## config.mk

```make
export PLATFORM = sky130hd
export DESIGN_NAME = dds_sample_capture
export DESIGN_NICKNAME = d
export VERILOG_FILES = /design/src/rtl/dds_sample_capture.sv
export SDC_FILE = /design/constraint.sdc
export NUM_CORES = 1
export LEC_CHECK = 0
export BUFFER_PORTS_ARGS = -buffer_cell sky130_fd_sc_hd__buf_4
export CAP_MARGIN = 20
export CORE_ASPECT_RATIO = 2
export CORE_MARGIN = 2
export CORE_UTILIZATION = 45
export DETAILED_ROUTE_END_ITERATION = 8
export GPL_TIMING_DRIVEN = 0
export PLACE_DENSITY = 0.62
export SKIP_CTS_REPAIR_TIMING = 1
export SLEW_MARGIN = 5
export SYNTH_ARGS = -nofsm -noshare
export SYNTH_HDL_FRONTEND = slang
export SYNTH_SLANG_ARGS = --single-unit
```

## constraint.sdc

```tcl
create_clock -name clk -period 4.6 [get_ports clk]
set_input_delay 0.92 -clock clk [delete_from_list [all_inputs] [get_ports clk]]
set_output_delay 0.92 -clock clk [all_outputs]
set_load 0.05 [all_outputs]
```

## src/rtl/dds_sample_capture.sv

```systemverilog
// Trigger-qualified capture buffer for the RING_DDS output stream.
// Ports: clk/rstn; din/din_valid stream; arm/abort/trig_mode/trig_level control;
//        rd_en/rd_addr -> rd_data/rd_valid readback; busy/done/cap_count status.
module dds_sample_capture #(
  parameter int DW = 6,
  parameter int AW = 8
) (
  input  logic          clk,
  input  logic          rstn,
  input  logic [DW-1:0] din,
  input  logic          din_valid,
  input  logic          arm,
  input  logic          abort,
  input  logic          trig_mode,
  input  logic [DW-1:0] trig_level,
  input  logic          rd_en,
  input  logic [AW-1:0] rd_addr,
  output logic [DW-1:0] rd_data,
  output logic          rd_valid,
  output logic          busy,
  output logic          done,
  output logic [AW:0]   cap_count
);

  typedef enum logic [1:0] {
    IDLE, ARMED, CAPTURE, DONE
  } state_t;

  localparam int DEPTH = 1 << AW;
  localparam logic [AW:0] LAST = (AW+1)'(DEPTH - 1);

  state_t state, state_nxt;

  logic [DW-1:0] mem [DEPTH];

  logic          mode_q;
  logic [DW-1:0] lvl_q;
  logic [DW-1:0] prev;
  logic          prev_ok;

  logic          hit;
  logic          load;
  logic          we;
  logic [AW-1:0] wa;
  logic [AW:0]   cnt_nxt;

  // Mode 0 needs a real previous sample taken since arming,
  // so level 0 can never satisfy prev < level.
  always_comb begin
    hit = mode_q | (prev_ok && (prev < lvl_q) && (din >= lvl_q));
  end

  always_comb begin
    state_nxt = state;
    load      = 1'b0;
    we        = 1'b0;
    wa        = cap_count[AW-1:0];
    cnt_nxt   = cap_count;
    if (abort) begin
      state_nxt = IDLE;
    end else begin
      unique case (state)
        IDLE, DONE: begin
          if (arm) begin
            state_nxt = ARMED;
            load      = 1'b1;
            cnt_nxt   = '0;
          end
        end
        ARMED: begin
          if (din_valid && hit) begin
            state_nxt = CAPTURE;
            we        = 1'b1;
            wa        = '0;
            cnt_nxt   = (AW+1)'(1);
          end
        end
        CAPTURE: begin
          if (din_valid) begin
            we      = 1'b1;
            cnt_nxt = cap_count + 1'b1;
            if (cap_count == LAST) begin
              state_nxt = DONE;
            end
          end
        end
        default: state_nxt = IDLE;
      endcase
    end
  end

  always_ff @(posedge clk or negedge rstn) begin
    if (!rstn) begin
      state     <= IDLE;
      busy      <= 1'b0;
      done      <= 1'b0;
      cap_count <= '0;
      mode_q    <= 1'b0;
      lvl_q     <= '0;
      prev      <= '0;
      prev_ok   <= 1'b0;
    end else begin
      state     <= state_nxt;
      busy      <= (state_nxt == ARMED) || (state_nxt == CAPTURE);
      done      <= (state_nxt == DONE);
      cap_count <= cnt_nxt;
      if (load) begin
        mode_q  <= trig_mode;
        lvl_q   <= trig_level;
        prev_ok <= 1'b0;
      end else if (din_valid) begin
        prev    <= din;
        prev_ok <= 1'b1;
      end
    end
  end

  always_ff @(posedge clk) begin
    if (we) begin
      mem[wa] <= din;
    end
  end

  // Read-before-write: the read sees the array value prior to this edge.
  always_ff @(posedge clk or negedge rstn) begin
    if (!rstn) begin
      rd_data  <= '0;
      rd_valid <= 1'b0;
    end else begin
      rd_valid <= rd_en;
      if (rd_en) begin
        rd_data <= mem[rd_addr];
      end
    end
  end

endmodule

```

==> impl_metrics.env <==
export IMPL_io_buffers=42
export IMPL_crit_path_frequent_cell="clkbuf_1"
export IMPL_cts_buffers=141
export IMPL_cts_tree="done"
export IMPL_synth_edf_count=1536
export IMPL_yosys_register_bits=1570
export IMPL_placed_cell_area_mm2=0.0674
export IMPL_routed_via_density=6.67
export IMPL_required_ns=5.24
export IMPL_synth_top_cell_area_share=0.741
export IMPL_finalHoldViolCount=0
export IMPL_cts_buffer_depth=3
export IMPL_rows=193
export IMPL_io_pins=45
export IMPL_rsz0062_at_grt="false"
export IMPL_finClkSkew_ns=0.0320
export IMPL_synth_flop_cell="edfxtp_1"
export IMPL_period_share=1.03
export IMPL_tightest_slew_ns=1.64
export IMPL_peakVddDrop_mv=0.374
export IMPL_worstPathCellList="buf_4 > clkbuf_1 > clkbuf_1 > nor2b_1 > clkbuf_1 > o221ai_1 > a21oi_1 > o21ai_0 > nand3_1 > o2111ai_1"
export IMPL_die_y_um=530
export IMPL_wl_per_cell_um=37.4
export IMPL_worst_slack_ns=-0.122
export IMPL_status="complete, but fails checks"
export IMPL_setup_viol=3
export IMPL_antenna_found_initial=8
export IMPL_violations="capacitance limit, slew limit, setup timing"
export IMPL_drc=0
export IMPL_hold_class="in -> async"
export IMPL_gp_congestion=0.998
export IMPL_pre_cts_ws_ns=-2.05
export IMPL_num_nets_final=3527
export IMPL_maxCapViolations=4
export IMPL_crit_path_end_kind="register"
export IMPL_cts_htree_levels=4
export IMPL_grt_pass1_wl_um=272000
export IMPL_synth_area_leaders="edfxtp_1 74%, mux4_2 12%, nor4_1 2.3%"
export IMPL_finalMaxSlewViolations=40
export IMPL_synth_async_reset_ratio=0.0217
export IMPL_core_area_mm2=0.138
export IMPL_grt_overflow_total=0
export IMPL_drtPass1Iterations=5
export IMPL_cts_sinks=1570
export IMPL_powerDensity_mw_per_mm2=400
export IMPL_slew_headroom=-0.0946
export IMPL_path_class="in -> reg"
export IMPL_yosysWarnings=0
export IMPL_drt_iter0_drc=5070
export IMPL_yosys_area_top_type="edfxtp_1"
export IMPL_fillers=10500
export IMPL_grt_pass1_vias=34700
export IMPL_grt_use_total=0.282
export IMPL_cts_root_buf="clkbuf_16"
export IMPL_worst_path_largest_cell_delay_ns=1.06
export IMPL_multi_input_area_mm2=0.0165
export IMPL_grt_start_max_net_pins=156
export IMPL_cp_start_kind="primary input"
export IMPL_ant_nets=0
export IMPL_initial_utilization=0.452
export IMPL_whs_ns=0.137
export IMPL_layout_area_overhead_vs_synth_pct=18.8
export IMPL_syn_inst=3075
export IMPL_critPathArrivalTime_ns=5.36
export IMPL_p_leak_nw=23.5
export IMPL_final_common_cell="edfxtp_1"
export IMPL_drt_wl_total_um=201000
export IMPL_regArea_mm2=0.0470
export IMPL_syn_num_nets=3118
export IMPL_final_area_mm2=0.0739
export IMPL_synth_area_per_cell_um2=20.2
export IMPL_path_clk_slew_ns=0.07
export IMPL_utilization=0.537
export IMPL_drive_gt1_frac=0.334
export IMPL_min_period_ns=4.72
export IMPL_syn_area_mm2=0.0622
export IMPL_yosysSeqAreaShare=0.755
export IMPL_crit_fanout=10
export IMPL_synth_cell_type_count=63
export IMPL_die_area_mm2=0.141
export IMPL_fmax_ghz=0.212
export IMPL_slowest_stage="nor2b_1"
export IMPL_mostFrequentLayoutCells="1536 x edfxtp_1, 341 x mux4_2, 156 x clkbuf_1"
export IMPL_die_x_um=267
export IMPL_clkLatencyLatePin_ns=0.79
export IMPL_dr_total_vias=35700
export IMPL_dp_hpwl_um=137000
-- where the power goes --
group	switching, mW	internal [mW]
clock	5.27	6.36
combinational	1.52	0.652
sequential	0.0435	15.7
-- layout make-up --
cell class / count / share of cell area
repair buffers: 266 / 0.0344
diodes: 5 / 0.000169
flip-flops and latches: 1570 / 0.636
clock inverters: 72 / 0.00841
clock buffers: 184 / 0.0515
plain buffers: 244 / 0.0154
multi-input cells: 1236 / 0.224
well taps: 1755 / 0.0297
inverters: 25 / 0.00127
-- per-stage QoR --
stage	total power, mW	std cells	TNS [ns]
6_report	29.6	5357	-0.176
5_1_grt	30.2	5353	0
4_1_cts	29.4	5299	-1269.69
3_5_place_dp	18.1	5043	-2576.10
3_3_place_gp	18.0	4872	-4666.81
2_1_floorplan	17.0	3075	0
-- registers in the layout, summed over array words and instances, names as in the netlist, 2 cells and up --
signal	count
cap_count	9
rd_data	6
lvl_q	6
prev	6
mem	1536
state	2
-- path summary, 6_finish.rpt --
path,from,to,slack (ns),depth (start not counted)
worst max-delay path,rd_addr[3],rd_data[1],-0.12,10
worst min-delay path,rstn,lvl_q[2],0.14,1
worst max register to register,lvl_q[3],mem[180][1],0.41,11
worst min register to register,prev_ok,prev_ok,0.47,1
max in group asynchronous,rstn,rd_data[2],4.00,1
min in group clk,rd_en,rd_valid,0.25,1
-- synthesized netlist by cell type, types with 3 or more instances --
library cell / number
a211o_1: 12
a211oi_1: 11
a21oi_1: 39
a221o_1: 5
a221oi_1: 6
a22o_1: 17
a22oi_1: 20
a31oi_1: 6
and2_1: 10
and3_1: 7
buf_1: 15
buf_2: 49
buf_4: 22
buf_6: 4
clkbuf_1: 154
dfrtp_1: 34
edfxtp_1: 1536
ha_1: 16
inv_1: 25
mux2_2: 28
mux2i_1: 103
mux4_2: 341
nand2_1: 29
nand2b_1: 9
nand3_1: 15
nand3b_1: 4
nand4_1: 6
nand4bb_1: 3
nor2_1: 37
nor2b_1: 16
nor3_1: 54
nor4_1: 229
o2111ai_1: 8
o21ai_0: 41
o221ai_1: 39
o22ai_1: 53
o311ai_1: 5
o311ai_2: 10
o31ai_1: 13
o32ai_1: 5
or2_2: 3
or4_1: 5
or4b_2: 4
-- worst max-delay path: cells and delay by family --
family,cells,cell delay (ns)
compound gates,4,1.13
buf+inv,4,2.00
simple gates,2,1.28
-- per-layer routing --
metal,global-route usage,vias to the layer above,share of wire
met5,0.000347,-,0.00033
met4,0.199,8,0.087
met3,0.0827,693,0.11
met2,0.430,2454,0.46
met1,0.344,18600,0.34
li1,-,13900,-
-- cells by family after synthesis --
family | Yosys count | synth area share
DFF | 1570 | 0.755
AOI/OAI and AO/OA | 307 | 0.0363
buffers and inverters | 269 | 0.0190
and+or+nand+nor | 441 | 0.0414
muxes | 472 | 0.145
adders and majority gates | 16 | 0.00322
Power figures use the tool's default switching activity.
